<file path="src/rtl/mem_arb5_pkg.sv">
// Shared definitions for the 5-requester memory arbiter: requester count,
// pointer width, FSM state encoding and small index helpers.
package mem_arb5_pkg;

  localparam int unsigned NREQ  = 5;
  localparam int unsigned PTR_W = 3;

  typedef enum logic {
    IDLE  = 1'b0,
    GRANT = 1'b1
  } state_t;

  // Index of the set bit in a one-hot requester vector (0 when none is set).
  function automatic logic [PTR_W-1:0] oh_to_idx(input logic [NREQ-1:0] oh);
    logic [PTR_W-1:0] idx;
    idx = '0;
    for (int i = 0; i < NREQ; i++) begin
      if (oh[i]) idx = PTR_W'(i);
    end
    return idx;
  endfunction

  // Next requester index, wrapping modulo NREQ.
  function automatic logic [PTR_W-1:0] ptr_inc(input logic [PTR_W-1:0] p);
    return (p >= PTR_W'(NREQ - 1)) ? '0 : p + PTR_W'(1);
  endfunction

endpackage

</file>
<file path="src/rtl/mem_arb5_rr_pick5.sv">
// Combinational round-robin picker: one-hot winner among req, searching
// upward from index ptr and wrapping modulo NREQ.
module rr_pick5
  import mem_arb5_pkg::*;
(
  input  logic [NREQ-1:0]  req,
  input  logic [PTR_W-1:0] ptr,
  output logic [NREQ-1:0]  win
);

  logic             found;
  logic [PTR_W-1:0] idx;

  always_comb begin
    win   = '0;
    found = 1'b0;
    idx   = '0;
    for (int k = 0; k < NREQ; k++) begin
      idx = PTR_W'((32'(ptr) + 32'(k)) % NREQ);
      if (!found && req[idx]) begin
        win[idx] = 1'b1;
        found    = 1'b1;
      end
    end
  end

endmodule

</file>
<file path="src/rtl/mem_arb5.sv">
// Round-robin 5-way memory arbiter with per-requester burst lock and a
// bounded beat count per grant; gnt drives the downstream one-hot mux selects.
module mem_arb5
  import mem_arb5_pkg::*;
#(
  parameter int unsigned MAX_BEATS = 16,
  parameter int unsigned CW        = 8
) (
  input  logic            clk,
  input  logic            reset,
  input  logic [NREQ-1:0] req,
  input  logic [NREQ-1:0] lock,
  input  logic            out_ready,
  output logic [NREQ-1:0] gnt,
  output logic            out_valid,
  output logic [NREQ-1:0] ack,
  output logic [CW-1:0]   beat_cnt
);

  state_t           state_q, state_d;
  logic [NREQ-1:0]  gnt_q, gnt_d;
  logic [PTR_W-1:0] ptr_q, ptr_d;
  logic [CW-1:0]    cnt_q, cnt_d;

  logic [PTR_W-1:0] g_idx;
  logic [PTR_W-1:0] rel_ptr;
  logic [PTR_W-1:0] arb_ptr;
  logic [NREQ-1:0]  win;
  logic             accept;
  logic             at_max;
  logic             rel;

  // Handshake is a pure function of the held grant and live inputs.
  assign ack       = gnt_q & req & {NREQ{out_ready}};
  assign out_valid = |(gnt_q & req);
  assign accept    = |ack;

  assign g_idx   = oh_to_idx(gnt_q);
  assign rel_ptr = ptr_inc(g_idx);
  assign at_max  = (cnt_q + CW'(1)) == CW'(MAX_BEATS);

  // One picker serves both paths: the stored pointer when idle, the
  // post-release pointer when a grant is being handed over.
  assign arb_ptr = (state_q == GRANT) ? rel_ptr : ptr_q;

  rr_pick5 u_pick (
    .req (req),
    .ptr (arb_ptr),
    .win (win)
  );

  always_comb begin
    state_d = state_q;
    gnt_d   = gnt_q;
    ptr_d   = ptr_q;
    cnt_d   = cnt_q;
    rel     = 1'b0;
    case (state_q)
      IDLE: begin
        if (|req) begin
          state_d = GRANT;
          gnt_d   = win;
          cnt_d   = '0;
        end
      end
      GRANT: begin
        // Release on abort, on an unlocked beat, or on the last allowed beat.
        rel = !(|(gnt_q & req)) ||
              (accept && (!(|(gnt_q & lock)) || at_max));
        if (rel) begin
          ptr_d   = rel_ptr;
          gnt_d   = win;
          cnt_d   = '0;
          state_d = (|req) ? GRANT : IDLE;
        end else if (accept) begin
          cnt_d = cnt_q + CW'(1);
        end
      end
      default: begin
        state_d = IDLE;
        gnt_d   = '0;
        cnt_d   = '0;
      end
    endcase
  end

  always_ff @(posedge clk) begin
    if (reset) begin
      state_q <= IDLE;
      gnt_q   <= '0;
      ptr_q   <= '0;
      cnt_q   <= '0;
    end else begin
      state_q <= state_d;
      gnt_q   <= gnt_d;
      ptr_q   <= ptr_d;
      cnt_q   <= cnt_d;
    end
  end

  assign gnt      = gnt_q;
  assign beat_cnt = cnt_q;

endmodule

</file>
<file path="config.mk">
export PLATFORM = sky130hd
export DESIGN_NAME = mem_arb5
export DESIGN_NICKNAME = d
export VERILOG_FILES = /design/src/rtl/mem_arb5_pkg.sv /design/src/rtl/mem_arb5_rr_pick5.sv /design/src/rtl/mem_arb5.sv
export SDC_FILE = /design/constraint.sdc
export NUM_CORES = 1
export LEC_CHECK = 0
export ABC_AREA = 1
export CAP_MARGIN = 0
export CORE_AREA = 2 2 75 77
export DETAILED_ROUTE_END_ITERATION = 6
export DIE_AREA = 0 0 77 79
export GPL_TIMING_DRIVEN = 0
export PLACE_DENSITY = 0.77
export SLEW_MARGIN = 10
export SYNTH_ARGS = -nofsm -noshare
export SYNTH_HDL_FRONTEND = slang
export SYNTH_HIERARCHICAL = 1
export SYNTH_SLANG_ARGS = --single-unit
</file>
<file path="constraint.sdc">
create_clock -name clk -period 5.4 [get_ports clk]
set_clock_uncertainty 0.2 [all_clocks]
set_input_delay 0.54 -clock clk [delete_from_list [all_inputs] [get_ports clk]]
set_output_delay 0.54 -clock clk [all_outputs]
set_load 0.03 [all_outputs]
</file>
=== Word-level counts from Yosys, hierarchy flattened ===
Index checks and enable logic that the tools add are counted.

* Word-level logic and storage cells: 108
* Input bits: 13
* Output and inout bits: 19
* Register bits: 17

* Magnitude comparators: 11
* Mux-type cells: 45
* Bitwise operators: 8
* Add/subtract/negate cells: 6
* Divide/modulo/power cells: 5
* Equal/unequal tests: 4
* Reduce and logical (&&, ||, !) cells: 25

{| class="wikitable"
|+ Operator list
! kind !! number
|-
| modulo 32 x 3 -> 32 bit (second input constant) || 4
|-
| two-way mux 5 bit || 7
|-
| modulo 3 x 3 -> 32 bit (second input constant) || 1
|-
| two-way mux 8 bit || 3
|-
| < comparator 3 x 4 -> 1 bit (second input constant) || 5
|-
| bitwise OR 5 bit || 4
|-
| OR reduction 5 bit || 4
|-
| two-way mux 1 bit || 17
|-
| one-hot mux 8 bit (2 select lines) || 1
|-
| bitwise AND 5 bit || 3
|-
| binary-select mux 1 bit (select 3 bit) || 5
|-
| demux 1 bit (select 3 bit) || 5
|-
| greater-or-equal comparator 3 x 1 -> 1 bit (second input constant) || 5
|-
| two-way mux 3 bit || 4
|-
| logical AND 1 bit || 10
|-
| one-hot mux 5 bit (2 select lines) || 1
|-
| adder 3 x 2 -> 4 bit (second input constant) || 2
|-
| adder 8 x 1 -> 8 bit (second input constant) || 1
|-
| == test 8 x 5 -> 1 bit (second input constant) || 1
|-
| zero test 1 bit || 6
|-
| AND reduction 2 bit || 3
|-
| adder 3 x 1 -> 4 bit (second input constant) || 1
|-
| adder 3 x 3 -> 4 bit (second input constant) || 1
|-
| adder 3 x 1 -> 3 bit (second input constant) || 1
|-
| other kinds (8) || 9
|}

=== Depth between registers and ports, before layout ===
Gate-level depths: netlist of the first run.

* Depth after elaboration: 25
* Depth in mapped cells: 35
* Gate-level depth less buffers: 34

=== Hierarchy ===
Netlist of the first run, hierarchy kept.

{| class="wikitable"
|+ Modules (own cells, without submodules)
! module !! instances !! cells an instance !! sequential area each (um2) !! area an instance (um2)
|-
| rr_pick5 || 1 || 309 || 0.0 || 1704.1
|-
| mem_arb5 || 1 || 172 || 340.3 || 1089.8
|}

=== Least setup slack after synthesis of the first run ===
Ideal clock, no wire load.

* Path type: register to register
* From: register gnt_q[2] (netlist: gnt[2])
* To: register gnt_q[0] (netlist: gnt[0])
* Data required time: 5.136 ns
* Period minus slack after synthesis: 5.060 ns
* Library setup time: 0.064 ns
* Cell stages (with the launch flop): 31
* Path buffers: 0
* Arrival: 4.796 ns
* Path slack: 0.340 ns
* Path through: dfxtp_1 > inv_1 > nand2_1 > a21oi_1 > ha_1 > nand2_1 > o21ai_0 > inv_1 > ha_1 > inv_1 > ha_1 > nor2_1 > nand2_1 > nand2_1 > xor2_1 > ha_1 > inv_1 > or2_2 > nand2_2 > nand2_2 > nand2_2 > nand2_2 > inv_1 > nor2_1 > nand2_1 > nand2_1 > nor2_1 > nand4_1 > nand3_1 > a21oi_1 > nor2_1

* Longest elaborated chain between the ends: 24
* Elaborated cells on any way between the ends: 88
* Those cells by class: 5 x add/sub; 5 x div; 11 x order compare; 1 x eq/ne; 37 x mux; 7 x bitwise; 22 x reduce/logical

{| class="wikitable"
|+ Ends and longest elaborated chain
! element !! line !! source
|-
| start, declared || mem_arb5.sv:21 || <nowiki>logic [NREQ-1:0] gnt_q, gnt_d;</nowiki>
|-
| start signal, assigned || mem_arb5.sv:95 || <nowiki>gnt_q <= gnt_d;</nowiki>
|-
| two-way mux 2 bit * || mem_arb5_pkg.sv:18 || <nowiki>if (oh[i]) idx = PTR_W'(i);</nowiki>
|-
| two-way mux 3 bit * (2 in a row) || mem_arb5_pkg.sv:18 ||
|-
| adder 3 x 1 -> 3 bit / greater-or-equal comparator 3 bit (equally long branches) || mem_arb5_pkg.sv:25 || <nowiki>return (p >= PTR_W'(NREQ - 1)) ? '0 : p + PTR_W'(1);</nowiki>
|-
| two-way mux 3 bit * || mem_arb5_pkg.sv:25 ||
|-
| two-way mux 3 bit * || mem_arb5.sv:44 || <nowiki>assign arb_ptr = (state_q == GRANT) ? rel_ptr : ptr_q;</nowiki>
|-
| via arb_ptr[1] || mem_arb5.sv:27 || <nowiki>logic [PTR_W-1:0] arb_ptr;</nowiki>
|-
| parallel branches: the longest is 15 deep, another holds modulo 32 x 3 -> 32 bit || -- ||
|-
| two-way mux 5 bit * || mem_arb5_rr_pick5.sv:20 || <nowiki>if (!found && req[idx]) begin</nowiki>
|-
| two-way mux 5 bit (on tied branches) || mem_arb5.sv:70, mem_arb5.sv:60 ||
|-
| one-hot mux 5 bit (2 select lines) * || mem_arb5.sv:58 || <nowiki>case (state_q)</nowiki>
|-
| via gnt_d[0] || mem_arb5.sv:21 ||
|}

Mark *: on every way through the listed nets, which the timed path passes. The select of a mux whose other input is x is not followed.
A chain may end at the register's enable or synchronous reset.

=== Final worst setup path of the first run ===
* From: register gnt_q[2] (netlist: gnt[2])
* To: register gnt_q[4] (netlist: gnt[4])

Same word-level chain as after synthesis.

==> reports/results.md, run 1 <==
| Quantity | Reported |
|---|---|
| Outcome | complete, no violations |
| Type of element launching the critical path | flop |
| # fillers | 565 |
| Post-route minimum period | 4.88 ns |
| DRC Markers | 0 |
| Most repeated library cell on the critical path | sky130_fd_sc_hd__nand2_1 |
| Clock Path Buffers | 2 |
| Via count | 3093 |
| Summed area of non-filler cells in the final layout | 0.00327 mm² |
| GRT overflow | 0 |
| Share of the core filled with cells | 0.613 |
| Final worst-path cycle share | 0.904 |
| Total clock buffers created by CTS | 3 |
| Count of unique library cells instantiated by Yosys | 35 |
| Die height | 79 µm |
| Initial core utilization | 0.523 |
| Required time at the worst-slack endpoint | 5.40 ns |
| Final worst setup slack | 0.519 ns |
| Port Buf Inserts | 30 |
| Setup CP Type | flop to flop |
| Detail Placement HPWL | 5770 µm |
| Share of cells above drive strength 1 | 0.144 |
| Post-synthesis sequential element count | 17 |
| Met3 track utilization from global routing | 0.0318 |
| Top achievable clock speed | 0.205 GHz |
| Synthesis-to-layout area growth | 17.2% |
| Total Routing Usage GR | 0.239 |
| Actual transition at the worst max-transition pin | 0.575 ns |
| Fraction of met2 tracks used by global routing | 0.425 |
| Final Max Slew Viols | 0 |
| Total number of yosys warnings | 6 |
| Slew Limit Headroom | 0.613 |
| Register clock-pin slew on the reported worst setup and hold paths | 0.07 ns |
| Global-route wire length before repair | 12200 µm |
| Total number of clock tree sinks | 17 |
| Final number of setup-violating endpoints | 0 |
| Via density | 5.27 |
| CP max FO | 7 |
| Antenna violations before repair | 0 |
| ANT nets after route | 0 |
| Clock insertion delay at the later pin of the skew report | 0.26 ns |
| Post-Place Cell Area | 0.00318 mm² |
| WL/cell | 12.1 µm |
| Slowest library cell on the worst path | sky130_fd_sc_hd__dfxtp_1 |
| Fraction of the yosys area taken by sequential cells | 0.122 |
| Worst Hold Margin | 0.280 ns |
| Worst slack at placement | -0.298 ns |
| Path class of the lowest-slack min-delay path | flop to flop |
| Vias in the first global route | 2746 |
| Wire length after detailed routing | 7090 µm |
| Maximum number of pins on one net before global-route repair | 11 |
| Inserted Diodes | 0 |
| Footprint of the multi-input gates | 0.00219 mm² |
| Unrepaired setup endpoints after global routing | no |
| Register area | 340 µm² |
| Post-synthesis cell area | 0.00279 mm² |
| H-tree depth | 1 |
| Total nets after synthesis | 517 |
| Count of nets after finishing | 552 |
| Cts hold-fix bufs | 0 |
| Number of max-cap violations | 0 |
| Met1 usage in global routing | 0.319 |
| Endpoint kind of the worst setup timing path | flop |
| DR pass1 iterations | 5 |
| Number of endpoints with negative hold slack in the final report | 0 |
| Top-level port count | 32 |
| Largest stage delay on the critical path | 0.35 ns |
| Die Span X | 77 µm |
| Routability cong. | 0.918 |
| Root Driver | sky130_fd_sc_hd__clkbuf_8 |
| Initial drt markers | 178 |
| CTS tree | yes |
| Global-route layer with the greatest usage | met2 |
| Worst Path Arrival | 4.88 ns |
| Area of the die | 0.00608 mm² |
| Std-Cell Core Area | 0.00534 mm² |
| Standard-cell row count | 27 |
| Cell count after synthesis | 481 |
| Avg Inst Size Synth | 5.81 µm² |
Yosys cell counts:
cell type	count	area, µm²
sky130_fd_sc_hd__and2_4	1	8.76
sky130_fd_sc_hd__nand3b_1	2	15.0
sky130_fd_sc_hd__or2_2	1	6.26
sky130_fd_sc_hd__nor2_8	1	20.0
sky130_fd_sc_hd__o21ai_0	16	80.1
sky130_fd_sc_hd__inv_1	64	240
sky130_fd_sc_hd__xor2_4	1	27.5
sky130_fd_sc_hd__buf_6	1	11.3
sky130_fd_sc_hd__nand4_1	16	100
sky130_fd_sc_hd__nand2_2	14	87.6
sky130_fd_sc_hd__ha_1	23	288
sky130_fd_sc_hd__o21ai_2	5	43.8
sky130_fd_sc_hd__nor2_1	50	188
sky130_fd_sc_hd__xor2_1	5	43.8
sky130_fd_sc_hd__nand2_4	8	90.1
sky130_fd_sc_hd__nand3_1	52	260
sky130_fd_sc_hd__clkinv_1	1	3.75
sky130_fd_sc_hd__o21ai_1	5	25.0
sky130_fd_sc_hd__nor2_2	6	37.5
sky130_fd_sc_hd__buf_4	1	7.51
sky130_fd_sc_hd__nor2_4	2	22.5
sky130_fd_sc_hd__clkinv_2	1	5.00
sky130_fd_sc_hd__a21oi_2	4	35.0
sky130_fd_sc_hd__dfxtp_1	17	340
sky130_fd_sc_hd__nor3_1	5	25.0
sky130_fd_sc_hd__clkbuf_1	2	7.51
sky130_fd_sc_hd__o22ai_1	1	6.26
sky130_fd_sc_hd__xor2_2	1	16.3
sky130_fd_sc_hd__nand2_1	133	499
sky130_fd_sc_hd__nand3_2	9	90.1
sky130_fd_sc_hd__a21oi_1	23	115
sky130_fd_sc_hd__or2_1	2	12.5
sky130_fd_sc_hd__o21bai_1	1	7.51
sky130_fd_sc_hd__buf_2	1	5.00
sky130_fd_sc_hd__inv_2	6	22.5
cell families (layout without fill, tap and decap cells):
| group | Yosys count | after routing | share of synthesized area |
|---|---|---|---|
| compound gates | 55 | 55 | 0.112 |
| xor+xnor | 7 | 7 | 0.0314 |
| fa+ha+maj | 23 | 23 | 0.103 |
| buf+inv | 77 | 111 | 0.108 |
| flops | 17 | 17 | 0.122 |
| simple gates | 302 | 302 | 0.524 |
sequential cells by signal, summed over array words and instances, names as in the netlist:
| signal | count |
|---|---|
| state_q | 1 |
| ptr_q | 3 |
| beat_cnt | 8 |
| gnt | 5 |
worst paths after layout:
kind                                       startpoint                    end  slack [ns]  cells after the start
worst max-delay path              gnt[2]$_SDFFE_PP0P_    gnt[4]$_SDFFE_PP0P_        0.52                     30
worst min-delay path            ptr_q[0]$_SDFFE_PP0P_  ptr_q[0]$_SDFFE_PP0P_        0.28                      2
worst max register to register    gnt[2]$_SDFFE_PP0P_    gnt[4]$_SDFFE_PP0P_        0.52                     30
worst min register to register  ptr_q[0]$_SDFFE_PP0P_  ptr_q[0]$_SDFFE_PP0P_        0.28                      2
critical path, delay by kind of cell (launching register included):
family	cells	cell delay (ns)
buf+inv	5	0.56
xor+xnor	1	0.20
fa+ha+maj	5	1.10
flops	1	0.35
compound gates	3	0.34
simple gates	16	2.06
layer usage:
| layer | part of all wire | routed length (µm) | up-vias |
|---|---|---|---|
| met2 | 0.47 | 3320 | 80 |
| met4 | 0.0037 | 26 | 0 |
| li1 | - | - | 1616 |
| met1 | 0.49 | 3450 | 1393 |
| met3 | 0.041 | 287 | 4 |
| met5 | 0 | 0 | - |
cell usage in the layout (no fill, tap or decap), types with 4 or more instances in the layout:
cell type | synthesis | layout
sky130_fd_sc_hd__nand3_1 | 52 | 52
sky130_fd_sc_hd__nand2_2 | 14 | 14
sky130_fd_sc_hd__nor2_2 | 6 | 7
sky130_fd_sc_hd__nand2_1 | 133 | 133
sky130_fd_sc_hd__inv_2 | 6 | 7
sky130_fd_sc_hd__nand2_4 | 8 | 8
sky130_fd_sc_hd__o21ai_1 | 5 | 5
sky130_fd_sc_hd__nand3_2 | 9 | 9
sky130_fd_sc_hd__nor2_1 | 50 | 49
sky130_fd_sc_hd__clkdlybuf4s50_1 | 0 | 30
sky130_fd_sc_hd__o21ai_0 | 16 | 13
sky130_fd_sc_hd__a21oi_1 | 23 | 23
sky130_fd_sc_hd__nand4_1 | 16 | 16
sky130_fd_sc_hd__inv_1 | 64 | 63
sky130_fd_sc_hd__nor3_1 | 5 | 5
sky130_fd_sc_hd__xor2_1 | 5 | 4
sky130_fd_sc_hd__o21ai_2 | 5 | 7
sky130_fd_sc_hd__a21oi_2 | 4 | 4
sky130_fd_sc_hd__ha_1 | 23 | 22
sky130_fd_sc_hd__dfxtp_1 | 17 | 17
area by class of cell:
cell class / instances / area share
well taps: 72 / 0.0275
flip-flops and latches: 17 / 0.104
clock buffers: 3 / 0.0126
clock inverters: 1 / 0.00153
plain buffers: 5 / 0.00956
repair buffers: 30 / 0.0917
multi-input cells: 387 / 0.670
inverters: 72 / 0.0833
what timing repair did:
action	CTS	global route
setup endpoints to repair	5	5
setup buffers	0	0
cloned	0	0
resized for setup	2	10
per-stage QoR:
step | std cells | setup TNS (ns)
3_3_place_gp | 583 | -0.547
4_1_cts | 587 | 0
2_1_floorplan | 481 | 0
3_5_place_dp | 583 | -1.33
6_report | 587 | 0
5_1_grt | 587 | 0
Power of run 1 is not shown: default switching activity piles up to over one toggle a cycle in this logic, so the estimate is an artifact.
==> inputs of run 2 (changes only) <==
- SLEW_MARGIN: 10 -> 30
==> results of run 2 <==
No change in the layout: final DEF, timing and power equal those of run 1.
Power of run 2 is left out for the same reason.
